$ cat src/rtl/sram_arb_pkg.sv
// Shared types and constants for the two-port external SRAM arbiter.
package sram_arb_pkg;

  typedef enum logic [1:0] {
    StIdle   = 2'd0,
    StSetup  = 2'd1,
    StAccess = 2'd2,
    StDone   = 2'd3
  } state_e;

  localparam int unsigned ADDR_W_DEF = 19;
  localparam int unsigned DATA_W_DEF = 8;

  // Wide enough for the largest legal WAIT_CYCLES-1 (14).
  localparam int unsigned CNT_W = 4;

  localparam logic PORT0 = 1'b0;
  localparam logic PORT1 = 1'b1;

endpackage

$ cat src/rtl/sram_arbiter_if.sv
// Requester and SRAM-side signal bundle for sram_arbiter; slave = arbiter view, master = bench view.
interface sram_arbiter_if
  import sram_arb_pkg::*;
#(
  parameter int unsigned ADDR_W = ADDR_W_DEF,
  parameter int unsigned DATA_W = DATA_W_DEF
);
  logic              iReq0;
  logic              iReq1;
  logic              iWe0;
  logic              iWe1;
  logic [ADDR_W-1:0] iAddr0;
  logic [ADDR_W-1:0] iAddr1;
  logic [DATA_W-1:0] iWData0;
  logic [DATA_W-1:0] iWData1;
  logic              oAck0;
  logic              oAck1;
  logic [DATA_W-1:0] oRData;
  logic [DATA_W-1:0] iSramData;
  logic [ADDR_W-1:0] oSramAddr;
  logic [DATA_W-1:0] oSramData;
  logic              oSramCe;
  logic              oSramWe;
  logic              oSramOe;

  modport slave (
    input  iReq0, iReq1, iWe0, iWe1, iAddr0, iAddr1, iWData0, iWData1, iSramData,
    output oAck0, oAck1, oRData, oSramAddr, oSramData, oSramCe, oSramWe, oSramOe
  );

  modport master (
    output iReq0, iReq1, iWe0, iWe1, iAddr0, iAddr1, iWData0, iWData1, iSramData,
    input  oAck0, oAck1, oRData, oSramAddr, oSramData, oSramCe, oSramWe, oSramOe
  );

endinterface

$ cat src/rtl/sram_arb_grant.sv
// Winner select and priority pointer for sram_arbiter.
// SRAM_ARB_ROUND_ROBIN_EN selects round-robin; otherwise port 0 has fixed priority.
module sram_arb_grant
  import sram_arb_pkg::*;
(
  input  logic Clock,
  input  logic Reset,
  input  logic i_req0,
  input  logic i_req1,
  input  logic i_grant,
  input  logic i_done,
  output logic o_any,
  output logic o_winner,
  output logic o_owner
);

  logic r_prio;
  logic r_owner;
  logic w_winner;

  assign o_any    = i_req0 | i_req1;
  assign o_winner = w_winner;
  assign o_owner  = r_owner;

  always_comb begin
    w_winner = PORT0;
    if (i_req0 && i_req1) begin
      w_winner = r_prio;
    end else if (i_req1) begin
      w_winner = PORT1;
    end
  end

  always_ff @(posedge Clock) begin
    if (!Reset) begin
      r_prio  <= PORT0;
      r_owner <= PORT0;
    end else begin
      if (i_grant) begin
        r_owner <= w_winner;
      end
      if (i_done) begin
`ifdef SRAM_ARB_ROUND_ROBIN_EN
        // Priority passes to the port that was not just served.
        r_prio <= ~r_owner;
`else
        r_prio <= PORT0;
`endif
      end
    end
  end

endmodule

$ cat src/rtl/sram_arbiter.sv
// Two-port arbiter and IDLE/SETUP/ACCESS/DONE strobe sequencer for an async SRAM.
// Arbitration policy chosen by SRAM_ARB_ROUND_ROBIN_EN (see sram_arb_grant).
module sram_arbiter
  import sram_arb_pkg::*;
#(
  parameter int unsigned WAIT_CYCLES = 2,
  parameter int unsigned ADDR_W      = ADDR_W_DEF,
  parameter int unsigned DATA_W      = DATA_W_DEF
) (
  input  logic           Clock,
  input  logic           Reset,
  sram_arbiter_if.slave  bus
);

  state_e            r_state;
  logic [CNT_W-1:0]  r_cnt;
  logic              r_we;
  logic [ADDR_W-1:0] r_addr;
  logic [DATA_W-1:0] r_wdata;
  logic [DATA_W-1:0] r_rdata;
  logic              r_ce_n;
  logic              r_we_n;
  logic              r_oe_n;
  logic              r_ack0;
  logic              r_ack1;

  logic w_any;
  logic w_winner;
  logic w_owner;
  logic w_grant;
  logic w_done;

  assign w_grant = (r_state == StIdle) && w_any;
  assign w_done  = (r_state == StDone);

  sram_arb_grant u_grant (
    .Clock    (Clock),
    .Reset    (Reset),
    .i_req0   (bus.iReq0),
    .i_req1   (bus.iReq1),
    .i_grant  (w_grant),
    .i_done   (w_done),
    .o_any    (w_any),
    .o_winner (w_winner),
    .o_owner  (w_owner)
  );

  assign bus.oSramAddr = r_addr;
  assign bus.oSramData = r_wdata;
  assign bus.oRData    = r_rdata;
  assign bus.oSramCe   = r_ce_n;
  assign bus.oSramWe   = r_we_n;
  assign bus.oSramOe   = r_oe_n;
  assign bus.oAck0     = r_ack0;
  assign bus.oAck1     = r_ack1;

  always_ff @(posedge Clock) begin
    if (!Reset) begin
      r_state <= StIdle;
      r_cnt   <= '0;
      r_we    <= 1'b0;
      r_addr  <= '0;
      r_wdata <= '0;
      r_rdata <= '0;
      r_ce_n  <= 1'b1;
      r_we_n  <= 1'b1;
      r_oe_n  <= 1'b1;
      r_ack0  <= 1'b0;
      r_ack1  <= 1'b0;
    end else begin
      r_ack0 <= 1'b0;
      r_ack1 <= 1'b0;
      unique case (r_state)
        StIdle: begin
          // Address/data land on the pins together with CE; WE/OE follow a cycle later.
          if (w_any) begin
            r_state <= StSetup;
            r_ce_n  <= 1'b0;
            if (w_winner == PORT1) begin
              r_we    <= bus.iWe1;
              r_addr  <= bus.iAddr1;
              r_wdata <= bus.iWData1;
            end else begin
              r_we    <= bus.iWe0;
              r_addr  <= bus.iAddr0;
              r_wdata <= bus.iWData0;
            end
          end
        end
        StSetup: begin
          r_state <= StAccess;
          r_cnt   <= CNT_W'(WAIT_CYCLES - 1);
          r_we_n  <= ~r_we;
          r_oe_n  <= r_we;
        end
        StAccess: begin
          if (r_cnt == '0) begin
            r_state <= StDone;
            r_ce_n  <= 1'b1;
            r_we_n  <= 1'b1;
            r_oe_n  <= 1'b1;
            r_ack0  <= (w_owner == PORT0);
            r_ack1  <= (w_owner == PORT1);
            if (!r_we) begin
              r_rdata <= bus.iSramData;
            end
          end else begin
            r_cnt <= r_cnt - 1'b1;
          end
        end
        StDone: begin
          r_state <= StIdle;
        end
        default: begin
          r_state <= StIdle;
        end
      endcase
    end
  end

endmodule

$ cat src/flat_wrapper.sv
// flat-port wrapper written by rule: the top's interface ports become plain ports
module sram_arbiter_flat import sram_arb_pkg::*;
#(
  parameter int unsigned WAIT_CYCLES = 2,
  parameter int unsigned ADDR_W      = ADDR_W_DEF,
  parameter int unsigned DATA_W      = DATA_W_DEF
)
  (Clock, Reset, bus_iReq0, bus_iReq1, bus_iWe0, bus_iWe1, bus_iAddr0, bus_iAddr1, bus_iWData0, bus_iWData1, bus_iSramData, bus_oAck0, bus_oAck1, bus_oRData, bus_oSramAddr, bus_oSramData, bus_oSramCe, bus_oSramWe, bus_oSramOe);
  sram_arbiter_if #(.ADDR_W(ADDR_W), .DATA_W(DATA_W)) bus_i ();
  input  logic Clock;
  input  logic Reset;
  input wire logic [$bits(bus_i.iReq0)-1:0] bus_iReq0;
  input wire logic [$bits(bus_i.iReq1)-1:0] bus_iReq1;
  input wire logic [$bits(bus_i.iWe0)-1:0] bus_iWe0;
  input wire logic [$bits(bus_i.iWe1)-1:0] bus_iWe1;
  input wire logic [$bits(bus_i.iAddr0)-1:0] bus_iAddr0;
  input wire logic [$bits(bus_i.iAddr1)-1:0] bus_iAddr1;
  input wire logic [$bits(bus_i.iWData0)-1:0] bus_iWData0;
  input wire logic [$bits(bus_i.iWData1)-1:0] bus_iWData1;
  input wire logic [$bits(bus_i.iSramData)-1:0] bus_iSramData;
  output wire logic [$bits(bus_i.oAck0)-1:0] bus_oAck0;
  output wire logic [$bits(bus_i.oAck1)-1:0] bus_oAck1;
  output wire logic [$bits(bus_i.oRData)-1:0] bus_oRData;
  output wire logic [$bits(bus_i.oSramAddr)-1:0] bus_oSramAddr;
  output wire logic [$bits(bus_i.oSramData)-1:0] bus_oSramData;
  output wire logic [$bits(bus_i.oSramCe)-1:0] bus_oSramCe;
  output wire logic [$bits(bus_i.oSramWe)-1:0] bus_oSramWe;
  output wire logic [$bits(bus_i.oSramOe)-1:0] bus_oSramOe;
  assign bus_i.iReq0 = bus_iReq0;
  assign bus_i.iReq1 = bus_iReq1;
  assign bus_i.iWe0 = bus_iWe0;
  assign bus_i.iWe1 = bus_iWe1;
  assign bus_i.iAddr0 = bus_iAddr0;
  assign bus_i.iAddr1 = bus_iAddr1;
  assign bus_i.iWData0 = bus_iWData0;
  assign bus_i.iWData1 = bus_iWData1;
  assign bus_i.iSramData = bus_iSramData;
  assign bus_oAck0 = bus_i.oAck0;
  assign bus_oAck1 = bus_i.oAck1;
  assign bus_oRData = bus_i.oRData;
  assign bus_oSramAddr = bus_i.oSramAddr;
  assign bus_oSramData = bus_i.oSramData;
  assign bus_oSramCe = bus_i.oSramCe;
  assign bus_oSramWe = bus_i.oSramWe;
  assign bus_oSramOe = bus_i.oSramOe;
  sram_arbiter #(.WAIT_CYCLES(WAIT_CYCLES), .ADDR_W(ADDR_W), .DATA_W(DATA_W)) u_core (.Clock(Clock), .Reset(Reset), .bus(bus_i));
endmodule
$ cat config.mk
export PLATFORM = sky130hd
export DESIGN_NAME = sram_arbiter_flat
export DESIGN_NICKNAME = d
export VERILOG_FILES = /design/src/rtl/sram_arb_pkg.sv /design/src/rtl/sram_arbiter_if.sv /design/src/rtl/sram_arb_grant.sv /design/src/rtl/sram_arbiter.sv /design/src/flat_wrapper.sv
export SDC_FILE = /design/constraint.sdc
export NUM_CORES = 1
export LEC_CHECK = 0
export ABC_AREA = 1
export ABC_CLOCK_PERIOD_IN_PS = 3650
export BUFFER_PORTS_ARGS = -buffer_cell sky130_fd_sc_hd__buf_2
export CAP_MARGIN = 15
export CORE_ASPECT_RATIO = 0.6
export CORE_UTILIZATION = 50
export DETAILED_ROUTE_END_ITERATION = 10
export GPL_ROUTABILITY_DRIVEN = 0
export PLACE_DENSITY = 0.85
export SYNTH_ARGS = -nofsm -noshare
export SYNTH_HDL_FRONTEND = slang
export SYNTH_SLANG_ARGS = --single-unit
$ cat constraint.sdc
create_clock -name Clock -period 3.65 [get_ports Clock]
set_input_delay 0.73 -clock Clock [delete_from_list [all_inputs] [get_ports Clock]]
set_output_delay 0.73 -clock Clock [all_outputs]
set_load 0.02 [all_outputs]
==> results.yml <==
outcome:
  status: "finished, final reports clean"
global_route:
  grt_max_degree: 58
  antenna_found_initial: 0
  grt_pass1_wl_um: 8590
  grt_util_all_layers: 0.2332
  grt_pass1_vias: 1959
  grt-ovfl-total: 0
pwr:
  p_seq_frac: 0.351
  ir_worst_vdd_v: 0.0003867
  leakagePower_uw: 0.001400
  clock_power_share: 0.227
  swShare: 0.4028
  switchingPower_uw: 923.4
  intPower_uw: 1369
  power.density_nw_per_um2: 801.2
  pwr-share-comb: 0.422
drt:
  routedWlPerCell_um: 12.30
  met1_length_um: 2633
  ant_nets: 0
  vias: 2295
  top_layer_used: "met4"
  wl_met2_um: 2517
  drc: 0
  met3_length_um: 411
  dr.pass1.iters: 4
  vias_per_cell: 5.055
  wl_um: 5585
  drt_iter0_drc: 99
setup_path:
  r2r_start: "u_core.r_state[0]"
  r2r_cells: 7
  cp_data_arrival_time_ps: 2250
  end_kind: "flip-flop"
  critPathBufInv: 2
  required_ps: 3840
  r2r_end: "u_core.bus.oSramAddr[5]"
  r2r_setup_slack_ps: 1790
  crit_fanout: 57
  slowest_delay_ps: 590
  path_class: "input pin to flip-flop"
  crit_slowest_cell: "inv_2"
  path_delay_family: "buffers and inverters"
  crit_chain: "buf_2 -> o21ai_2 -> inv_2 -> nand2_1 -> a21oi_1 -> nor2_1"
  cp-start-kind: "input pin"
cells_and_area:
  drive_gt1_frac: 0.3325
  final_common_cell: "buf_2"
  fin_area_um2: 2861
  final_cells: 454
  antenna_cells: 0
  layout_common_cells: "buf_2 (107), dfxtp_1 (48), nor2_1 (44), nand2_1 (42), o21ai_0 (39)"
  area_growth_pct: 25.11
  nNetsFinal: 467
placed_design:
  dpl.cell_count: 446
  port_buffers: 107
  dp_slack_ps: 1270
  dpl.hpwl_um: 3979
  post_dp_cell_area_um2: 2703
sta:
  setup_tns_ps: 0
  period_share: 0.5642
  hold_violations: 0
  worst_pin_slew_ps: 782.9
  drv_slew: 0
  setup_violations: 0
  rsz0062_at_grt: "false"
  holdWs_ps: 466.0
  slew_headroom: 0.4773
  fin_ws_ps: 1591
  min_period_ps: 2059
  fin_worst_skew_ps: 6.220
  max_freq_ghz: 0.4856
clocking:
  insertion_delay_ps: 300
  post-cts-setup-buffer-count: 0
  ctsHoldBuffers: 0
  cts_tree: "yes"
  cts_max_level: 2
  clock_sinks: 48
  cts_made_buffers: 5
  cts-root-buf: "clkbuf_8"
  cts_resized: 0
  clk_path_buf_depth: 2
  clk_pin_slew_worst_paths_ps: 90
logic_synthesis:
  ys_ff_latch: 48
  synth_fp_nets: 374
  syn-instance-count: 300
  synth_edf_count: 0
  synth_ff_type: "dfxtp_1"
  synth-seq-area-share: 0.4201
  netlist_area_um2: 2287
  synth_area_per_cell_um2: 7.624
  synth_warnings: 0
  async_flop_share: 0
  synth.distinct_cells: 28
floorplanning:
  ios: 108
  die_y_um: 54.39
  initial_core_util: 0.5402
  rows: 18
  die_w_um: 89.32
  die_area_um2: 4858
  core_um2: 4234
min_path:
  min_path_type: "flip-flop to flip-flop"
  hold_end: "u_core.bus.oAck0"
  min_path_cells: 1
  hold_start: "u_core.u_grant.o_owner"
job:
  max_cap_viol_count: 0
## through the flow
stage                     utilization  total power [uW]
after CTS                      0.6758              2297
after global placement         0.6383              1740
after floorplan                     -              1553
final                          0.6758              2293
after global routing           0.6758              2460
after detailed placement       0.6383              1779
## synth_stat cells (5+ instances only)
library cell | count | area, um2
a21oi_2 | 6 | 52.55
ha_1 | 6 | 75.07
a21oi_1 | 28 | 140.1
nor3_1 | 11 | 55.05
nand3_1 | 6 | 30.03
dfxtp_1 | 48 | 960.9
inv_1 | 10 | 37.54
nand2_1 | 42 | 157.7
o21ai_1 | 26 | 130.1
o21ai_0 | 39 | 195.2
nor2_1 | 44 | 165.2
buf_6 | 8 | 90.09
clkbuf_1 | 5 | 18.77
## worst register-to-register path, cell delays in order, from the launching register on
cell	delay [ps]
dfxtp_1	320
inv_1	120
ha_1	250
o21ai_2	100
inv_2	590
nand2_1	110
a21oi_1	190
nor2_1	60
## state kept, by name, indices dropped and copies added, names as in the netlist
name	count
u_core.bus.oRData	8
u_core.r_cnt	4
u_core.bus.oSramOe	1
u_core.r_state	2
u_core.bus.oSramCe	1
u_core.u_grant.o_owner	1
u_core.bus.oAck1	1
u_core.bus.oSramData	8
u_core.bus.oSramWe	1
u_core.bus.oAck0	1
u_core.bus.oSramAddr	19
u_core.r_we	1
## metal layers
layer,vias up,global-route usage
met1,1034,0.3004
met2,72,0.4020
met3,4,0.05581
met4,0,0.05556
met5,-,0
li1,1185,-
## layout make-up
type	instances	area, um2
clock buffer	5	68.82
clock inverter	3	90.09
fill	396	1373
inverter	12	45.04
multi-input combinational	219	1086
sequential	48	960.9
tap	60	75.07
timing repair buffer	107	535.5
## worst max-delay path by stage
stage,slack (ps),cells after the start,start,to
3_3_place_gp,1340,6,bus_iReq0,u_core.bus.oSramData[7]
3_5_place_dp,1270,6,bus_iReq0,u_core.bus.oSramData[3]
2_1_floorplan,2170,6,bus_iReq1,u_core.bus.oSramAddr[10]
4_1_cts,1600,6,bus_iReq0,u_core.bus.oSramData[3]
6_report,1590,6,bus_iReq0,u_core.bus.oSramAddr[5]
5_1_grt,1410,6,bus_iReq0,u_core.bus.oSramData[3]
## cells by family (layout without fill, tap and decap cells)
family | after synthesis | in the layout | share of synthesized area
simple gates | 110 | 110 | 0.2019
compound gates | 103 | 103 | 0.2402
flops | 48 | 48 | 0.4201
buf+inv | 33 | 127 | 0.1050
fa+ha+maj | 6 | 6 | 0.03282
## power groups by stage
stage	combinational, uW	clock, uW	sequential (uW)
after floorplan	581	0	971
after global placement	933	0	807
after detailed placement	968	0	811
after CTS	971	524	802
after global routing	1090	548	820
final	968	520	804
No activity file was read; power rests on OpenSTA's default activity.
